[config.mk]
export PLATFORM = sky130hd
export DESIGN_NAME = preg_freelist_ctrl
export DESIGN_NICKNAME = d
export VERILOG_FILES = /design/src/rtl/preg_freelist_ctrl.sv
export SDC_FILE = /design/constraint.sdc
export NUM_CORES = 2
export LEC_CHECK = 0
export CAP_MARGIN = 20
export CORE_MARGIN = 2
export CORE_UTILIZATION = 70
export CTS_BUF_LIST = sky130_fd_sc_hd__clkbuf_2
export DETAILED_ROUTE_END_ITERATION = 10
export PLACE_DENSITY_LB_ADDON = 0.08
export REMOVE_ABC_BUFFERS = 1
export SYNTH_ARGS = -nofsm -noshare
export SYNTH_HDL_FRONTEND = slang
export SYNTH_SLANG_ARGS = --single-unit
[constraint.sdc]
create_clock -name clk -period 10.4 [get_ports clk]
set_input_delay 2.08 -clock clk [delete_from_list [all_inputs] [get_ports clk]]
set_output_delay 2.08 -clock clk [all_outputs]
set_load 0.01 [all_outputs]
[src/rtl/preg_freelist_ctrl.sv]
// rtl/preg_freelist_ctrl.sv - physical-register free pool for a 2-wide rename stage
//
// Purpose:
//   Circular FIFO of free physical register numbers. Rename draws up to two
//   pregs per cycle with an all-or-nothing grant; retire returns up to two
//   pregs per cycle. Returned pregs become allocatable the following cycle.
//
// Ports:
//   clk            clock, rising edge
//   rst_n          asynchronous active-low reset
//   alloc_req_1/2  rename slot 1/2 needs a destination preg
//   alloc_grant    every asserted request is served this cycle
//   alloc_preg_1/2 preg handed to slot 1/2 (meaningful when requested and granted)
//   stall          a request is pending but cannot be fully served
//   free_valid_1/2 retire returns free_preg_1/2
//   free_preg_1/2  preg being returned (p0 is silently ignored)
//   free_count     registered number of pregs in the pool
//   overflow_err   sticky: a returned preg was dropped because the pool was full
module preg_freelist_ctrl #(
   parameter int NUM_PREGS = 128,
   parameter int NUM_AREGS = 32,
   parameter int PW        = $clog2(NUM_PREGS),
   parameter int DEPTH     = NUM_PREGS - NUM_AREGS
) (
   input  logic          clk,
   input  logic          rst_n,
   input  logic          alloc_req_1,
   input  logic          alloc_req_2,
   output logic          alloc_grant,
   output logic [PW-1:0] alloc_preg_1,
   output logic [PW-1:0] alloc_preg_2,
   output logic          stall,
   input  logic          free_valid_1,
   input  logic          free_valid_2,
   input  logic [PW-1:0] free_preg_1,
   input  logic [PW-1:0] free_preg_2,
   output logic [PW:0]   free_count,
   output logic          overflow_err
);

   localparam int IW = $clog2(DEPTH);
   localparam int CW = PW + 1;
   localparam logic [IW-1:0] LAST_IDX = IW'(DEPTH - 1);

   logic [PW-1:0] fifo_q [DEPTH];
   logic [IW-1:0] head_q, head_d;
   logic [IW-1:0] tail_q, tail_d;
   logic [CW-1:0] count_q, count_d;
   logic          ovf_q, ovf_d;

   logic [IW-1:0] head_p1, head_p2;
   logic [IW-1:0] tail_p1, tail_p2;
   logic [IW-1:0] wr2_idx;
   logic [1:0]    need;
   logic [1:0]    pop_n;
   logic [CW-1:0] count_after_pop;
   logic [CW-1:0] space;
   logic          acc_1, acc_2;
   logic          push_1, push_2;

   // Index increment with explicit wrap, since DEPTH need not be a power of two.
   function automatic logic [IW-1:0] idx_inc(input logic [IW-1:0] idx);
      return (idx == LAST_IDX) ? '0 : idx + 1'b1;
   endfunction

   always_comb begin
      head_p1 = idx_inc(head_q);
      head_p2 = idx_inc(head_p1);
      tail_p1 = idx_inc(tail_q);
      tail_p2 = idx_inc(tail_p1);
   end

   // Allocation: purely combinational from registered state.
   always_comb begin
      need        = {1'b0, alloc_req_1} + {1'b0, alloc_req_2};
      alloc_grant = (need == 2'd0) || (count_q >= CW'(need));
      stall       = (alloc_req_1 | alloc_req_2) & ~alloc_grant;
      pop_n       = alloc_grant ? need : 2'd0;
      alloc_preg_1 = fifo_q[head_q];
      // Slot 2 takes the second entry only when slot 1 is consuming the first.
      alloc_preg_2 = alloc_req_1 ? fifo_q[head_p1] : fifo_q[head_q];
   end

   // Free: capacity is judged after this cycle's pops, so a full pool that is
   // being drained in the same cycle can still accept returns. Slot 1 has
   // priority for the remaining space, so slot 2 is the one dropped first.
   always_comb begin
      count_after_pop = count_q - CW'(pop_n);
      space           = CW'(DEPTH) - count_after_pop;
      acc_1           = free_valid_1 && (free_preg_1 != '0);
      acc_2           = free_valid_2 && (free_preg_2 != '0);
      push_1          = acc_1 && (space != '0);
      push_2          = acc_2 && (space > CW'(push_1));
      wr2_idx         = push_1 ? tail_p1 : tail_q;
   end

   always_comb begin
      head_d = head_q;
      tail_d = tail_q;
      ovf_d  = ovf_q;

      case (pop_n)
         2'd1:    head_d = head_p1;
         2'd2:    head_d = head_p2;
         default: head_d = head_q;
      endcase

      case ({push_1, push_2})
         2'b11:         tail_d = tail_p2;
         2'b10, 2'b01:  tail_d = tail_p1;
         default:       tail_d = tail_q;
      endcase

      count_d = count_after_pop + CW'(push_1) + CW'(push_2);

      if ((acc_1 && !push_1) || (acc_2 && !push_2)) begin
         ovf_d = 1'b1;
      end
   end

   always_ff @(posedge clk or negedge rst_n) begin
      if (!rst_n) begin
         head_q  <= '0;
         tail_q  <= '0;
         count_q <= CW'(DEPTH);
         ovf_q   <= 1'b0;
      end else begin
         head_q  <= head_d;
         tail_q  <= tail_d;
         count_q <= count_d;
         ovf_q   <= ovf_d;
      end
   end

   // Pool storage. Pushes only land in slots that are not live (count
   // accounting guarantees it), so reads this cycle never see a write.
   always_ff @(posedge clk or negedge rst_n) begin
      if (!rst_n) begin
         for (int i = 0; i < DEPTH; i++) begin
            fifo_q[i] <= PW'(NUM_AREGS + i);
         end
      end else begin
         if (push_1) begin
            fifo_q[tail_q] <= free_preg_1;
         end
         if (push_2) begin
            fifo_q[wr2_idx] <= free_preg_2;
         end
      end
   end

   assign free_count   = count_q;
   assign overflow_err = ovf_q;

endmodule
* Word level (Yosys, flattened, before mapping)
Cells that the tools add are included.
** Word-level totals
- Output and inout bits :: 25
- Input bits :: 20
- Flip-flop bits (word level) :: 695
** Operators by class
- Bitwise gates (word level) :: 7
- Magnitude comparators :: 8
- Add/sub/neg operators :: 9
- Muxes and demuxes :: 23
- Eq/ne operators :: 9
- Reductions and logical operators :: 19
** Operator list (count)
- 672-bit bitwise mux :: 2
- 672-bit two-way mux :: 2
- 7-bit binary-select mux with 7-bit select :: 2
- 7-bit demux with 7-bit select :: 2
- 7-bit two-way mux :: 12
- 8-bit greater-or-equal comparator, second input constant :: 4
- 7-bit inverter with 8-bit output :: 4
- 7-bit by 1-bit adder with 7-bit output, second input constant :: 4
- 7-bit == test, second input constant :: 4
- 7-bit case mux with 2 select lines :: 2
- 8-bit by 1-bit adder with 8-bit output :: 2
- 8-bit by 1-bit less-than comparator with 1-bit output, second input constant :: 2
- 7-bit nonzero test :: 2
- 8-bit by 2-bit greater-or-equal comparator with 1-bit output :: 1
- 8-bit by 1-bit greater-than comparator with 1-bit output :: 1
- 1-bit logical AND :: 8
- 8-bit nonzero test :: 1
- 7-bit by 8-bit subtractor with 8-bit output, first input constant :: 1
- 8-bit by 2-bit subtractor with 8-bit output :: 1
- 2-bit == test, second input constant :: 3
- 2-bit by 1-bit == test with 1-bit output, second input constant :: 2
- 2-bit nonzero test :: 2
- 1-bit by 1-bit adder with 2-bit output :: 1
- 1-bit zero test :: 2
- 7 further kinds :: 8

* Longest topological paths before layout
- Depth after elaboration :: 16
- Gate-level depth with buffers :: 33
- Gate-level depth less buffers :: 29

* Worst setup path before layout
Ideal clock, no wire load.
- Path type :: in2reg
- Start point :: input port alloc_req_1
- End point :: register tail_q[3]
- Stages :: 32
- Arrival time :: 8.250 ns
- Path buffers :: 4
- Setup slack :: 2.016 ns
- Cells stage by stage :: clkinv_1 > ha_1 > ha_1 > o21ai_0 > nand3_1 > nand2_1 > inv_1 > ha_1 > fa_1 > ha_1 > nor2b_1 > o21ai_0 > a21oi_1 > o41a_1 > o2111a_2 > nor2_1 > buf_6 > buf_6 > buf_4 > ha_1 > o21bai_1 > and3b_1 > a21o_1 > buf_2 > ha_1 > nor2_1 > nand3_1 > a21oi_1 > and2_1 > nor4_1 > o21ai_0 > o41ai_1
** Between the ends
- Cells in the longest elaborated chain, start to end :: 13
- Elaborated cells on any way between the ends :: 17
** Ends and longest elaborated chain
- start: declaration :: line 27 : input logic alloc_req_1,
- 1-bit by 1-bit adder with 2-bit output * :: line 75 : need = {1'b0, alloc_req_1} + {1'b0, alloc_req_2};
- 8-bit by 2-bit greater-or-equal comparator with 1-bit output / 2-bit zero test (equally long branches) :: line 76 : alloc_grant = (need == 2'd0) || (count_q >= CW'(need));
- 1-bit logical OR * :: line 76
- net alloc_grant :: line 29 : output logic alloc_grant,
- 2-bit two-way mux * :: line 78 : pop_n = alloc_grant ? need : 2'd0;
- 8-bit by 2-bit subtractor with 8-bit output * :: line 88 : count_after_pop = count_q - CW'(pop_n);
- 7-bit by 8-bit subtractor with 8-bit output * :: line 89 : space = CW'(DEPTH) - count_after_pop;
- 8-bit nonzero test :: line 92 : push_1 = acc_1 && (space != '0);
- 1-bit logical AND :: line 92
- 8-bit by 1-bit greater-than comparator with 1-bit output :: line 93 : push_2 = acc_2 && (space > CW'(push_1));
- 1-bit logical AND :: line 93
- 2-bit == test / 2-bit by 1-bit == test with 1-bit output (equally long branches) :: line 108 : case ({push_1, push_2})
- 2-bit OR reduction :: line 108
- 7-bit case mux with 2 select lines / 2-bit nonzero test (equally long branches)
- end signal: assignment :: line 129 : tail_q <= tail_d;
- end: declaration :: line 47 : logic [IW-1:0] tail_q, tail_d;
The timed path passes the listed nets; every way through them passes the cells marked *.
A chain may end at the register's enable or synchronous reset.

* Final worst setup path
- Start point :: register head_q[4]
- End point :: output port alloc_preg_2[5]
** Between the ends
- Cells in the longest elaborated chain, start to end :: 7
- Elaborated cells on any way between the ends :: 12
** Ends and longest elaborated chain
- start: declaration :: line 46 : logic [IW-1:0] head_q, head_d;
- start signal: assignment :: line 123 : head_q <= '0;
- start signal: assignment :: line 128 : head_q <= head_d;
- 7-bit by 1-bit adder with 7-bit output / 7-bit == test (equally long branches) :: line 63 : return (idx == LAST_IDX) ? '0 : idx + 1'b1;
- 7-bit two-way mux :: line 63
- 7-bit inverter with 8-bit output (not written as such) :: line 81 : alloc_preg_2 = alloc_req_1 ? fifo_q[head_p1] : fifo_q[head_q];
- 7-bit binary-select mux with 7-bit select :: line 81
- 7-bit two-way mux (not written as such) (2 in series) :: line 81
- 7-bit two-way mux * :: line 81
- end: declaration :: line 31 : output logic [PW-1:0] alloc_preg_2,
Mark *: on every way between the ends. The rest lies on a longest branch, timed or not. The select of a mux whose other input is x is not followed.

==> flow_summary_export.csv <==
group,metric,value,unit
die,row_count,95,
layout,instances_no_fill,5007,
power_and_ir_drop,switching_power,7.451,mW
global_routing,grt_pass1_wl,249.2,mm
layout,drive_gt1_frac,0.3011,
power_and_ir_drop,p_comb_frac,0.528,
drt,drcViolationCount,0,
die,io_pins,45,
sta,holdWs,519.9,ps
clock_tree,cts_resized,0,
synth,synthMostInstantiatedCell,"mux2i_1",
layout,fillerInstances,4550,
die,initial_utilization,0.7046,
sta,final-max-slew-violation-count,0,
placement,post-place-cells,4643,
worst_setup_path,end_kind,"primary output",
sta,slew_headroom,0.1272,
drt,wirelength,167.0,mm
hold_path,hp-class,"flip-flop to flip-flop",
layout,post-route-util,0.7456,
layout,multi_input_area,27820,µm²
placement,gp_congestion,1.067,
global_routing,antenna_found_initial,10,
clock_tree,htree_levels,4,
sta,fin_worst_skew,116.2,ps
worst_setup_path,worstPathRequired,8320,ps
sta,rsz0062_at_grt,"no",
clock_tree,cts.clk_slew.worst_paths,120,ps
sta,setup_viol,0,
die,die_h,263.8,µm
clock_tree,ctsHoldBuffers,0,
power_and_ir_drop,internal_power,8.699,mW
synth,ys_top_cells_by_area,"mux2i_1 (30%), dfstp_2 (21%), dfrtp_1 (17%), mux4_2 (13%), nand2_1 (2.8%)",
drt,wire_per_inst,33.34,µm
die,core_area,67040,µm²
sta,worstMarginPinSlew,1293,ps
placement,io_buffers,44,
layout,nets,4003,
synth,ys_ff_latch,695,
synth,synthFlopType,"dfstp_2",
placement,pre_cts_slack,678.5,ps
synth,ys_warn_count,0,
placement,place_hpwl,107.6,mm
placement,post_dp_cell_area,48080,µm²
flow_run,cap_violations,0,
worst_setup_path,path_max_fanout,34,
sta,timing.final.crit_share,0.9243,
drt,drtPass1Iterations,8,
clock_tree,cts_tree,"built",
run_status,status,"completed",
sta,timing.fmax,0.1040,GHz
clock_tree,clk_latency,1480,ps
worst_setup_path,critPathKind,"flip-flop to primary output",
power_and_ir_drop,p_clk_frac,0.128,
synth,syn_inst,4016,
drt,viasPerCell,7.615,
layout,seq_area,17860,µm²
power_and_ir_drop,leakage,21.27,nW
synth,ys_types,78,
clock_tree,cts_root_buffer,"clkbuf_2",
power_and_ir_drop,switching_share,0.4614,
power_and_ir_drop,p_per_area,323.1,nW/µm²
synth,synth-edff-count,0,
drt,antenna_left,0,
sta,fin_crit,9612,ps
clock_tree,cts_sinks,695,
clock_tree,cts.path.max_buffers,3,
layout,syn2layout_area_growth,5.817,%
die,die_area,69570,µm²
global_routing,grt_max_degree,161,
global_routing,grt_pass1_vias,37940,
power_and_ir_drop,p_seq_frac,0.343,
global_routing,grtUsageTotal,0.4808,
clock_tree,cts_buffers,186,
synth,synthTopCellsByCount,"mux2i_1 (1,420), dfstp_2 (370), nand2_1 (347), dfrtp_1 (325), mux4_2 (280)",
synth,yosysSeqAreaShare,0.3780,
die,die_w,263.8,µm
power_and_ir_drop,vdd_drop_max,0.3126,mV
synth,synth_top_area_cell,"mux2i_1",
global_routing,overflow,0,
drt,drt_iter0_drc,6047,
synth,ys_async_sr_fraction,1.000,
synth,syn_area,47230,µm²
worst_setup_path,cp.arrival,7530,ps
drt,vias,38130,
sta,final-hold-violation-count,0,
worst_setup_path,cp-start-kind,"flip-flop",
synth,syn_area_per_cell,11.76,µm²
clock_tree,cts_setup_buffers,0,
synth,yosysTopAreaCellShare,0.3009,
sta,setup_ws,787.7,ps
layout,postLayoutCellArea,49980,µm²
==> cell type report <==
cell class / count / share of cell area
Timing Repair Buffer: 146 / 0.02601
Clock buffer: 287 / 0.02874
Antenna cell: 6 / 0.0003004
Multi-Input combinational cell: 2908 / 0.5565
Inverter: 28 / 0.002378
Tap cell: 873 / 0.02185
Clock inverter: 64 / 0.006809
Sequential cell: 695 / 0.3574
==> through the flow <==
stage                     setup TNS, ps  power (mW)
after floorplan                 -271360       11.37
after detailed placement              0       13.62
after global routing                  0       16.67
after CTS                             0       15.70
final                                 0       16.15
after global placement                0       13.30
==> flip-flops by register name, indices dropped and copies added, names as in the netlist <==
name	flops
fifo_q	672
free_count	8
head_q	7
overflow_err	1
tail_q	7
==> cell usage in the layout, fill, tap and decap left out, types with 46 or more instances in the layout <==
cell type  netlist  final
clkinv_1         5     46
nor2b_1         58     58
mux4_2         280    280
nand2_1        347    346
nand3_1        133    133
nand4_1         47     47
mux2i_1       1420   1417
nor2_1          81     80
buf_4            8     98
dfstp_2        370    370
clkbuf_2         2    289
a21oi_1         67     59
nor3_2          60     60
dfrtp_1        325    323
a22oi_1         47     47
==> kinds of logic after synthesis <==
family / Yosys count / share of synthesized area
XOR/XNOR: 26 / 0.004821
adder cells (fa/ha/maj): 18 / 0.005086
AND/OR/NAND/NOR: 853 / 0.09369
multiplexers: 1727 / 0.4415
AO/OA/AOI/OAI: 284 / 0.04175
buffers and inverters: 413 / 0.03518
flip-flops: 695 / 0.3780
==> critical path: stages (launching register included) <==
cell and delay, ps:
dfrtp_1 1010, and2_1 840, nand4_1 950, nand2_2 1040
buf_4 500, nand2_1 100, a21oi_1 180, a311o_1 280
o311ai_0 320, nand4_1 340, clkdlybuf4s50_1 590
==> per-layer routing <==
layer  global-route usage  share of wire  up-vias
li1                     -              -    15100
met1               0.6254           0.36    18990
met2               0.7026           0.44     3206
met3               0.1507           0.13      832
met4               0.3074          0.077        4
met5                    0        0.00016        -
==> power by group through the flow <==
stage | clock [mW] | combinational, mW | sequential, mW
after floorplan | 0 | 6.11 | 5.27
after global placement | 0 | 7.92 | 5.38
after detailed placement | 0 | 8.13 | 5.49
after CTS | 2.08 | 8.16 | 5.46
after global routing | 2.21 | 8.80 | 5.66
final | 2.07 | 8.53 | 5.54
==> final timing paths <==
check                                              start                       end  slack [ps]  cells after the start
worst max-delay path               head_q[4]$_DFFE_PN0P_           alloc_preg_2[5]         790                     10
worst max register to register   free_count[4]$_DFF_PN0_     fifo_q[225]$_DFF_PN1_        3080                     19
worst min register to register  overflow_err$_DFFE_PN0P_  overflow_err$_DFFE_PN0P_         520                      1
min in group asynchronous                          rst_n     fifo_q[158]$_DFF_PN0_         640                      1
max in group asynchronous                          rst_n     fifo_q[453]$_DFF_PN1_        7560                      4
worst min-delay path            overflow_err$_DFFE_PN0P_  overflow_err$_DFFE_PN0P_         520                      1
No activity file was read; power rests on OpenSTA's default activity.
